<file path="src/rtl/serial_adder_if.sv">
// Operand/result bundle for serial_adder: requester drives start and operands,
// the adder returns busy/done and the registered result.
interface serial_adder_if #(
  parameter int WIDTH = 8
);
  logic             start;
  logic             sub;
  logic             cin;
  logic [WIDTH-1:0] a;
  logic [WIDTH-1:0] b;
  logic             busy;
  logic             done;
  logic [WIDTH-1:0] s;
  logic             cout;
  logic             ovf;

  modport master (
    output start, sub, cin, a, b,
    input  busy, done, s, cout, ovf
  );

  modport slave (
    input  start, sub, cin, a, b,
    output busy, done, s, cout, ovf
  );
endinterface

</file>
<file path="src/rtl/serial_adder.sv">
// Digit-serial add/subtract: DIGIT bits per clock through a small ripple,
// carry held in a flop between digits, result valid on the one-cycle done pulse.
//
// state   | meaning
// IDLE    | waiting for start, result registers hold last answer
// RUN     | one digit per edge, cnt_q counts remaining digits down to 0
// DONE    | done pulse cycle; start here is accepted back-to-back
module serial_adder #(
  parameter int WIDTH = 8,
  parameter int DIGIT = 1
) (
  input  logic           clk,
  input  logic           rst_n,
  serial_adder_if.slave  bus
);

  localparam int N  = (DIGIT > 0) ? WIDTH / DIGIT : 1;
  localparam int CW = (N > 1) ? $clog2(N) : 1;

  generate
    if (WIDTH < 1 || DIGIT < 1 || DIGIT > WIDTH || (WIDTH % DIGIT) != 0) begin : g_bad_param
      $fatal(1, "serial_adder: illegal WIDTH=%0d / DIGIT=%0d", WIDTH, DIGIT);
    end
  endgenerate

  typedef enum logic [1:0] {
    ST_IDLE = 2'd0,
    ST_RUN  = 2'd1,
    ST_DONE = 2'd2
  } state_t;

  state_t           state_q;
  logic [WIDTH-1:0] a_q;
  logic [WIDTH-1:0] b_q;
  logic [WIDTH-1:0] s_q;
  logic             carry_q;
  logic [CW-1:0]    cnt_q;
  logic             busy_q;
  logic             done_q;
  logic             cout_q;
  logic             ovf_q;

  logic [DIGIT-1:0] sum_dig;
  logic             c_out_dig;
  logic             c_msb_dig;

  always_comb begin : digit_ripple
    logic c;
    c         = carry_q;
    sum_dig   = '0;
    c_msb_dig = 1'b0;
    for (int i = 0; i < DIGIT; i++) begin
      if (i == DIGIT - 1) c_msb_dig = c;
      sum_dig[i] = a_q[i] ^ b_q[i] ^ c;
      c          = (a_q[i] & b_q[i]) | (c & (a_q[i] ^ b_q[i]));
    end
    c_out_dig = c;
  end

  always_ff @(posedge clk or negedge rst_n) begin
    if (!rst_n) begin
      state_q <= ST_IDLE;
      a_q     <= '0;
      b_q     <= '0;
      s_q     <= '0;
      carry_q <= 1'b0;
      cnt_q   <= '0;
      busy_q  <= 1'b0;
      done_q  <= 1'b0;
      cout_q  <= 1'b0;
      ovf_q   <= 1'b0;
    end else begin
      case (state_q)
        ST_IDLE, ST_DONE: begin
          done_q <= 1'b0;
          if (bus.start) begin
            a_q     <= bus.a;
            b_q     <= bus.sub ? ~bus.b : bus.b;
            carry_q <= bus.sub ? 1'b1 : bus.cin;
            cnt_q   <= CW'(N - 1);
            busy_q  <= 1'b1;
            state_q <= ST_RUN;
          end else begin
            state_q <= ST_IDLE;
          end
        end
        ST_RUN: begin
          a_q     <= a_q >> DIGIT;
          b_q     <= b_q >> DIGIT;
          // new digit enters at the top so the first digit lands at bit 0 after N shifts
          s_q     <= (s_q >> DIGIT) | (WIDTH'(sum_dig) << (WIDTH - DIGIT));
          carry_q <= c_out_dig;
          if (cnt_q == '0) begin
            busy_q  <= 1'b0;
            done_q  <= 1'b1;
            cout_q  <= c_out_dig;
            ovf_q   <= c_msb_dig ^ c_out_dig;
            state_q <= ST_DONE;
          end else begin
            cnt_q <= cnt_q - 1'b1;
          end
        end
        default: begin
          busy_q  <= 1'b0;
          done_q  <= 1'b0;
          state_q <= ST_IDLE;
        end
      endcase
    end
  end

  assign bus.busy = busy_q;
  assign bus.done = done_q;
  assign bus.s    = s_q;
  assign bus.cout = cout_q;
  assign bus.ovf  = ovf_q;

endmodule

</file>
<file path="src/flat_wrapper.sv">
// flat-port wrapper written by rule: the top's interface ports become plain ports
module serial_adder_flat 
#(
  parameter int WIDTH = 8,
  parameter int DIGIT = 1
)
  (clk, rst_n, bus_start, bus_sub, bus_cin, bus_a, bus_b, bus_busy, bus_done, bus_s, bus_cout, bus_ovf);
  serial_adder_if #(.WIDTH(WIDTH)) bus_i ();
  input  logic clk;
  input  logic rst_n;
  input wire logic [$bits(bus_i.start)-1:0] bus_start;
  input wire logic [$bits(bus_i.sub)-1:0] bus_sub;
  input wire logic [$bits(bus_i.cin)-1:0] bus_cin;
  input wire logic [$bits(bus_i.a)-1:0] bus_a;
  input wire logic [$bits(bus_i.b)-1:0] bus_b;
  output wire logic [$bits(bus_i.busy)-1:0] bus_busy;
  output wire logic [$bits(bus_i.done)-1:0] bus_done;
  output wire logic [$bits(bus_i.s)-1:0] bus_s;
  output wire logic [$bits(bus_i.cout)-1:0] bus_cout;
  output wire logic [$bits(bus_i.ovf)-1:0] bus_ovf;
  assign bus_i.start = bus_start;
  assign bus_i.sub = bus_sub;
  assign bus_i.cin = bus_cin;
  assign bus_i.a = bus_a;
  assign bus_i.b = bus_b;
  assign bus_busy = bus_i.busy;
  assign bus_done = bus_i.done;
  assign bus_s = bus_i.s;
  assign bus_cout = bus_i.cout;
  assign bus_ovf = bus_i.ovf;
  serial_adder #(.WIDTH(WIDTH), .DIGIT(DIGIT)) u_core (.clk(clk), .rst_n(rst_n), .bus(bus_i));
endmodule
</file>
<file path="config.mk">
export PLATFORM = sky130hd
export DESIGN_NAME = serial_adder_flat
export DESIGN_NICKNAME = d
export VERILOG_FILES = /design/src/rtl/serial_adder_if.sv /design/src/rtl/serial_adder.sv /design/src/flat_wrapper.sv
export SDC_FILE = /design/constraint.sdc
export NUM_CORES = 1
export LEC_CHECK = 0
export CORE_MARGIN = 2
export CORE_UTILIZATION = 44
export CTS_CLUSTER_SIZE = 40
export DETAILED_ROUTE_END_ITERATION = 8
export GPL_ROUTABILITY_DRIVEN = 0
export PLACE_DENSITY = 0.74
export SLEW_MARGIN = 20
export SYNTH_ARGS = -nofsm -noshare
export SYNTH_HDL_FRONTEND = slang
export SYNTH_SLANG_ARGS = --single-unit
</file>
<file path="constraint.sdc">
create_clock -name clk -period 1.3 [get_ports clk]
set_input_delay 0.13 -clock clk [delete_from_list [all_inputs] [get_ports clk]]
set_output_delay 0.13 -clock clk [all_outputs]
set_load 0.1 [all_outputs]
</file>
==> summary.md, run 1 <==
| Metric | Value |
|---|---|
| Register Area | `829.5 um^2` |
| Pins over their slew limit | `0` |
| Status | `finished, violations left` |
| # setup viols final | `10` |
| Worst Slack Setup Final | `-0.03067 ns` |
| Max Freq | `751.5 MHz` |
| Buffers & Inverters on Critical Path | `2` |
| CP peak stage delay | `0.51 ns` |
| Total CTS buffers | `5` |
| Fill count | `259` |
| Worst-Skew Late Latency | `0.34 ns` |
| Post-synth EDFFs | `0` |
| Antenna diodes | `0` |
| Clock Skews | `0.004248 ns` |
| CP Cell Sequence | `nor2b_4 -> buf_12 -> buf_8 -> mux2_2` |
| Final core utilization | `68.72%` |
| Ys Warns | `0` |
| PortBufs | `32` |
| Initial antenna violation count | `0` |
| Slew HR | `73.51%` |
| Most frequent cells in the layout | `dfrtp_1, clkdlybuf4s50_1, buf_12, buf_4, nor2_1` |
| Final period util | `102.4%` |
| Initial Util | `45.37%` |
| Crit path arrival time | `1.57 ns` |
| FFs w/ async S/R, synth | `100.0%` |
| Syn avg cell area | `12.63 um^2` |
| Setup CP Type | `register to register` |
| Placed inst area | `0.002120 mm^2` |
| Num rows | `21` |
| H-tree depth | `2` |
| Routed wire length | `3065 um` |
| I/O Pins | `33` |
| Post-Syn Area | `0.001490 mm^2` |
| Final period demand of the worst path | `1.331 ns` |
| Post-DP HPWL | `2267 um` |
| Synthesized instance count | `118` |
| Post-synthesis sequential area ratio | `55.42%` |
| CP delay by family, top | `flip-flops` |
| Final Hold Viols | `0` |
| Failing checks | `setup timing` |
| Unique masters post-synth | `27` |
| Synth-to-Final Area Change | `51.47%` |
| Worst-path clk slew | `0.10 ns` |
| Syn nets | `142` |
| Final nets | `193` |
| DRT Pass-1 Iters | `4` |
| Routed WL per cell | `14.19 um` |
| Most common cell after layout, fill and taps aside | `dfrtp_1` |
| Drc violations | `0` |
| Cell area after layout | `0.002257 mm^2` |
| Remaining antenna violation count | `0` |
| GRT Overall Usage | `17.24%` |
| Iter 0 DRT Violations | `49` |
| Number of global-route vias before repair | `1167` |
| Gr ovfl total | `0` |
| CTS Buffer Depth | `2` |
| RSZ-0062 raised after global routing | `yes` |
| Vias/cell | `5.088` |
| Multi-input gate area | `675.6 um^2` |
| Worst slew pin tran | `0.3964 ns` |
| First-pass GRT wire length | `5133 um` |
| Clock Sinks | `33` |
| Worst Path Max Fanout | `6` |
| Hold crit path type | `input port to async pin` |
| Critical path capture point type | `register` |
| Required time worst endpoint | `1.54 ns` |
| Die height | `62.20 um` |
| Maximum capacitance violations | `0` |
| Clk Tree Root Cell | `clkbuf_4` |
| # hold bufs at CTS | `0` |
| Vias | `1099` |
| Die area | `0.003868 mm^2` |
| Die width | `62.20 um` |
| FF+latch count, synth | `33` |
| Setup crit start kind | `register` |
| Pin count of the biggest net entering global routing | `34` |
| Ys flop type | `dfrtp_1` |
| Core Region | `0.003284 mm^2` |
| CP max-delay cell | `dfrtp_4` |
| TritonCTS clock tree | `yes` |
| Layout cell share with drive strength beyond 1 | `35.29%` |
flip-flops by register name, summed over array words and instances (netlist names):
register,cells
u_core.bus.cout,1
u_core.b_q,8
u_core.state_q,1
u_core.bus.busy,1
u_core.bus.s,8
u_core.a_q,8
u_core.bus.done,1
u_core.cnt_q,3
u_core.bus.ovf,1
u_core.c_msb_dig,1
repair_timing:
action	in CTS	in global routing
gates resized for setup	6	7
setup endpoints to repair	19	21
setup buffers	2	3
pin swaps	0	11
path summary, 6_finish.rpt:
kind / startpoint / end / slack [ns] / cells after the start
max in group asynchronous: rst_n / u_core.bus.done / 0.97 / 2
min in group clk: bus_a[7] / u_core.a_q[7] / 0.41 / 2
worst max register to register: u_core.bus.done / u_core.bus.s[3] / -0.03 / 4
worst max-delay path: u_core.bus.done / u_core.bus.s[3] / -0.03 / 4
worst min register to register: u_core.a_q[6] / u_core.a_q[6] / 0.50 / 1
worst min-delay path: rst_n / u_core.bus.busy / 0.14 / 2
Yosys cell counts, drive strengths merged (2+ instances only):
cell / n / area [um^2]
a221o: 8 / 80.08
ha: 2 / 25.02
xnor2: 8 / 70.07
a22o: 9 / 78.83
mux2: 9 / 101.4
a21o: 7 / 52.55
dfrtp: 33 / 825.8
nand2: 2 / 7.510
nor2b: 2 / 12.51
inv: 3 / 11.26
nand2b: 3 / 18.77
buf: 6 / 43.79
a21oi: 2 / 10.01
nor2: 14 / 60.06
through the flow:
stage | hold WS [ns] | setup WS, ns | TNS, ns | instances
global route | 0.1384 | -0.06051 | -0.9123 | 216
finish | 0.1412 | -0.03067 | -0.1300 | 216
detailed placement | 0.4698 | -0.1719 | -2.330 | 204
CTS | 0.1416 | -0.02553 | -0.1173 | 214
floorplan | -0.1656 | -0.2131 | -3.787 | 118
global placement | 0.4590 | -0.1360 | -1.847 | 204
logic make-up (layout without fill, tap and decap cells):
| kind of cell | count (synthesis) | after routing | synth area share [%] |
|---|---|---|---|
| AND/OR/NAND/NOR | 24 | 24 | 8.397 |
| XOR/XNOR | 9 | 9 | 5.290 |
| AO/OA/AOI/OAI | 29 | 29 | 16.46 |
| multiplexers | 10 | 10 | 7.473 |
| flip-flops | 33 | 33 | 55.42 |
| adder cells (fa/ha/maj) | 3 | 3 | 3.022 |
| buffers and inverters | 10 | 62 | 3.946 |
cell type report:
cell class / count / area share (%)
multi-input combinational: 75 / 29.93
inverter: 3 / 0.4989
sequential: 33 / 36.75
tap: 46 / 2.550
clock buffer: 5 / 1.663
timing repair buffer: 51 / 27.83
clock inverter: 3 / 0.7761
layer usage:
| layer | vias up | wire length [um] | GRT usage [%] |
|---|---|---|---|
| met4 | 0 | 47 | 6.667 |
| met3 | 5 | 172 | 6.884 |
| met5 | - | 0 | 0 |
| met1 | 538 | 1249 | 20.80 |
| li1 | 524 | - | - |
| met2 | 32 | 1595 | 27.85 |
Power of run 1 is left out: the tool's default activity adds up to more than one toggle a clock period on the data nets, which glitch-free logic cannot reach.
==> run 2: changes to the inputs <==
--- a/config.mk
+++ b/config.mk
@@ -6,11 +6,11 @@
 export NUM_CORES = 1
 export LEC_CHECK = 0
 export CORE_MARGIN = 2
-export CORE_UTILIZATION = 44
+export CORE_UTILIZATION = 49
 export CTS_CLUSTER_SIZE = 40
 export DETAILED_ROUTE_END_ITERATION = 8
 export GPL_ROUTABILITY_DRIVEN = 0
-export PLACE_DENSITY = 0.74
+export PLACE_DENSITY = 0.78
 export SLEW_MARGIN = 20
 export SYNTH_ARGS = -nofsm -noshare
 export SYNTH_HDL_FRONTEND = slang
==> constraint.sdc (replaced) <==
create_clock -name clk -period 1.42 [get_ports clk]
set_input_delay 0.142 -clock clk [delete_from_list [all_inputs] [get_ports clk]]
set_output_delay 0.142 -clock clk [all_outputs]
set_load 0.1 [all_outputs]
==> summary.md, run 2 (synthesis results as in run 1) <==
| Metric | Value |
|---|---|
| Initial Util | `50.04%` |
| Die area | `0.003498 mm^2` |
| Setup CP Type | `register to register` |
| Clock Skews | `0.006466 ns` |
| First-pass GRT wire length | `4616 um` |
| Iter 0 DRT Violations | `35` |
| Final period util | `96.59%` |
| Routed wire length | `2817 um` |
| Pin count of the biggest net entering global routing | `34` |
| Die height | `59.15 um` |
| Core Region | `0.002978 mm^2` |
| Worst R2R Path Depth | `4` |
| CTS Buffer Depth | `2` |
| Pins over their slew limit | `0` |
| Num rows | `20` |
| Post-DP HPWL | `2015 um` |
| Final std cells w/o fill | `194` |
| Total CTS buffers | `5` |
| Worst slew pin tran | `0.4023 ns` |
| Clock Sinks | `33` |
| Routed WL per cell | `14.52 um` |
| Final Hold Viols | `0` |
| Fill count | `206` |
| Vias/cell | `5.454` |
| TritonCTS clock tree | `yes` |
| Worst path depth | `4` |
| Worst Slack Setup Final | `0.04843 ns` |
| Dpl ws | `-0.04265 ns` |
| Number of global-route vias before repair | `985` |
| CP peak stage delay | `0.40 ns` |
| Status | `finished, final reports clean` |
| CP Cell Sequence | `inv_1 -> ha_2 -> and4bb_1 -> mux2_2` |
| Clk Tree Root Cell | `clkbuf_4` |
| Hold crit path type | `input port to async pin` |
| Setup crit start kind | `register` |
| Remaining antenna violation count | `0` |
| Drc violations | `0` |
| I/O Pins | `33` |
| Hold_ws | `0.1606 ns` |
| Critical path capture point type | `register` |
| Die width | `59.15 um` |
| Inst Count DP | `185` |
| # hold bufs at CTS | `0` |
| GRT Overall Usage | `18.13%` |
| Most frequent cells in the layout | `dfrtp_1, clkdlybuf4s50_1, buf_12` |
| Final period demand of the worst path | `1.372 ns` |
| Most common cell after layout, fill and taps aside | `dfrtp_1` |
| DRT Pass-1 Iters | `5` |
| Gr ovfl total | `0` |
| Crit path arrival time | `1.60 ns` |
| Synth-to-Final Area Change | `43.66%` |
| Worst-path clk slew | `0.10 ns` |
| H-tree depth | `2` |
| Buffers & Inverters on Critical Path | `1` |
| Maximum capacitance violations | `0` |
| Vias | `1058` |
| # setup viols final | `0` |
| Worst-Skew Late Latency | `0.34 ns` |
| Final nets | `184` |
| Worst Path Max Fanout | `3` |
| Antenna diodes | `0` |
| CP delay by family, top | `flip-flops` |
| Max Freq | `729.1 MHz` |
| PortBufs | `32` |
| Layout cell share with drive strength beyond 1 | `26.71%` |
| Required time worst endpoint | `1.65 ns` |
| Fin Setup TNS | `0 ns` |
| Initial antenna violation count | `0` |
| CP max-delay cell | `dfrtp_1` |
| Slew HR | `73.12%` |
[run 2: changes by cell type in the layout (fill, tap and decap cells not counted), sizes merged]
cell,change
clkinv,-2
bufinv,+1
clkinvlp,-1
clkbuf,+2
buf,-9
[run 2: cell type report]
| class | instances | area [um^2] | share of cell area, % |
|---|---|---|---|
| Inverter | 3 | 11.26 | 0.5260 |
| Clock buffer | 7 | 55.05 | 2.572 |
| Sequential cell | 33 | 829.5 | 38.75 |
| Tap cell | 33 | 41.29 | 1.929 |
| Timing Repair Buffer | 42 | 540.5 | 25.25 |
| Multi-Input combinational cell | 75 | 633.1 | 29.57 |
| Clock inverter | 1 | 30.03 | 1.403 |
[run 2: timing repair]
| action | CTS | global route |
|---|---|---|
| cloned | 0 | 0 |
| setup buffers | 0 | 1 |
| gates resized for setup | 1 | 2 |
| setup endpoints to repair | 4 | 2 |
[run 2: per-layer routing]
layer	track usage, %	vias to the layer above	wire length (um)
li1	-	504	-
met1	24.36	514	1261
met2	26.51	34	1351
met3	6.987	6	163
met4	7.143	0	40
met5	0	-	0
[run 2: final timing paths]
kind	endpoint	slack, ns	startpoint
setup / recovery	u_core.bus.cout	0.05	u_core.cnt_q[0]
hold / removal	u_core.bus.s[5]	0.16	rst_n
setup reg to reg	u_core.bus.cout	0.05	u_core.cnt_q[0]
hold reg to reg	u_core.a_q[3]	0.49	u_core.a_q[3]
max in group asynchronous	u_core.bus.done	1.08	rst_n
min in group clk	u_core.a_q[7]	0.43	bus_a[7]
[run 2: per-stage QoR]
step                util, %  instance area (um^2)
floorplan                 -                  1516
global placement      68.45                  2038
detailed placement    68.45                  2038
CTS                   71.47                  2128
global route          71.89                  2141
finish                71.89                  2141
[run 2: worst reg2reg max path, delay by kind of cell (launching register included)]
kind	cells	cell delay (ns)
buf+inv	1	0.09
flops	1	0.40
fa+ha+maj	1	0.20
simple gates	1	0.24
mux	1	0.34
Power of run 2 is left out for the same reason.
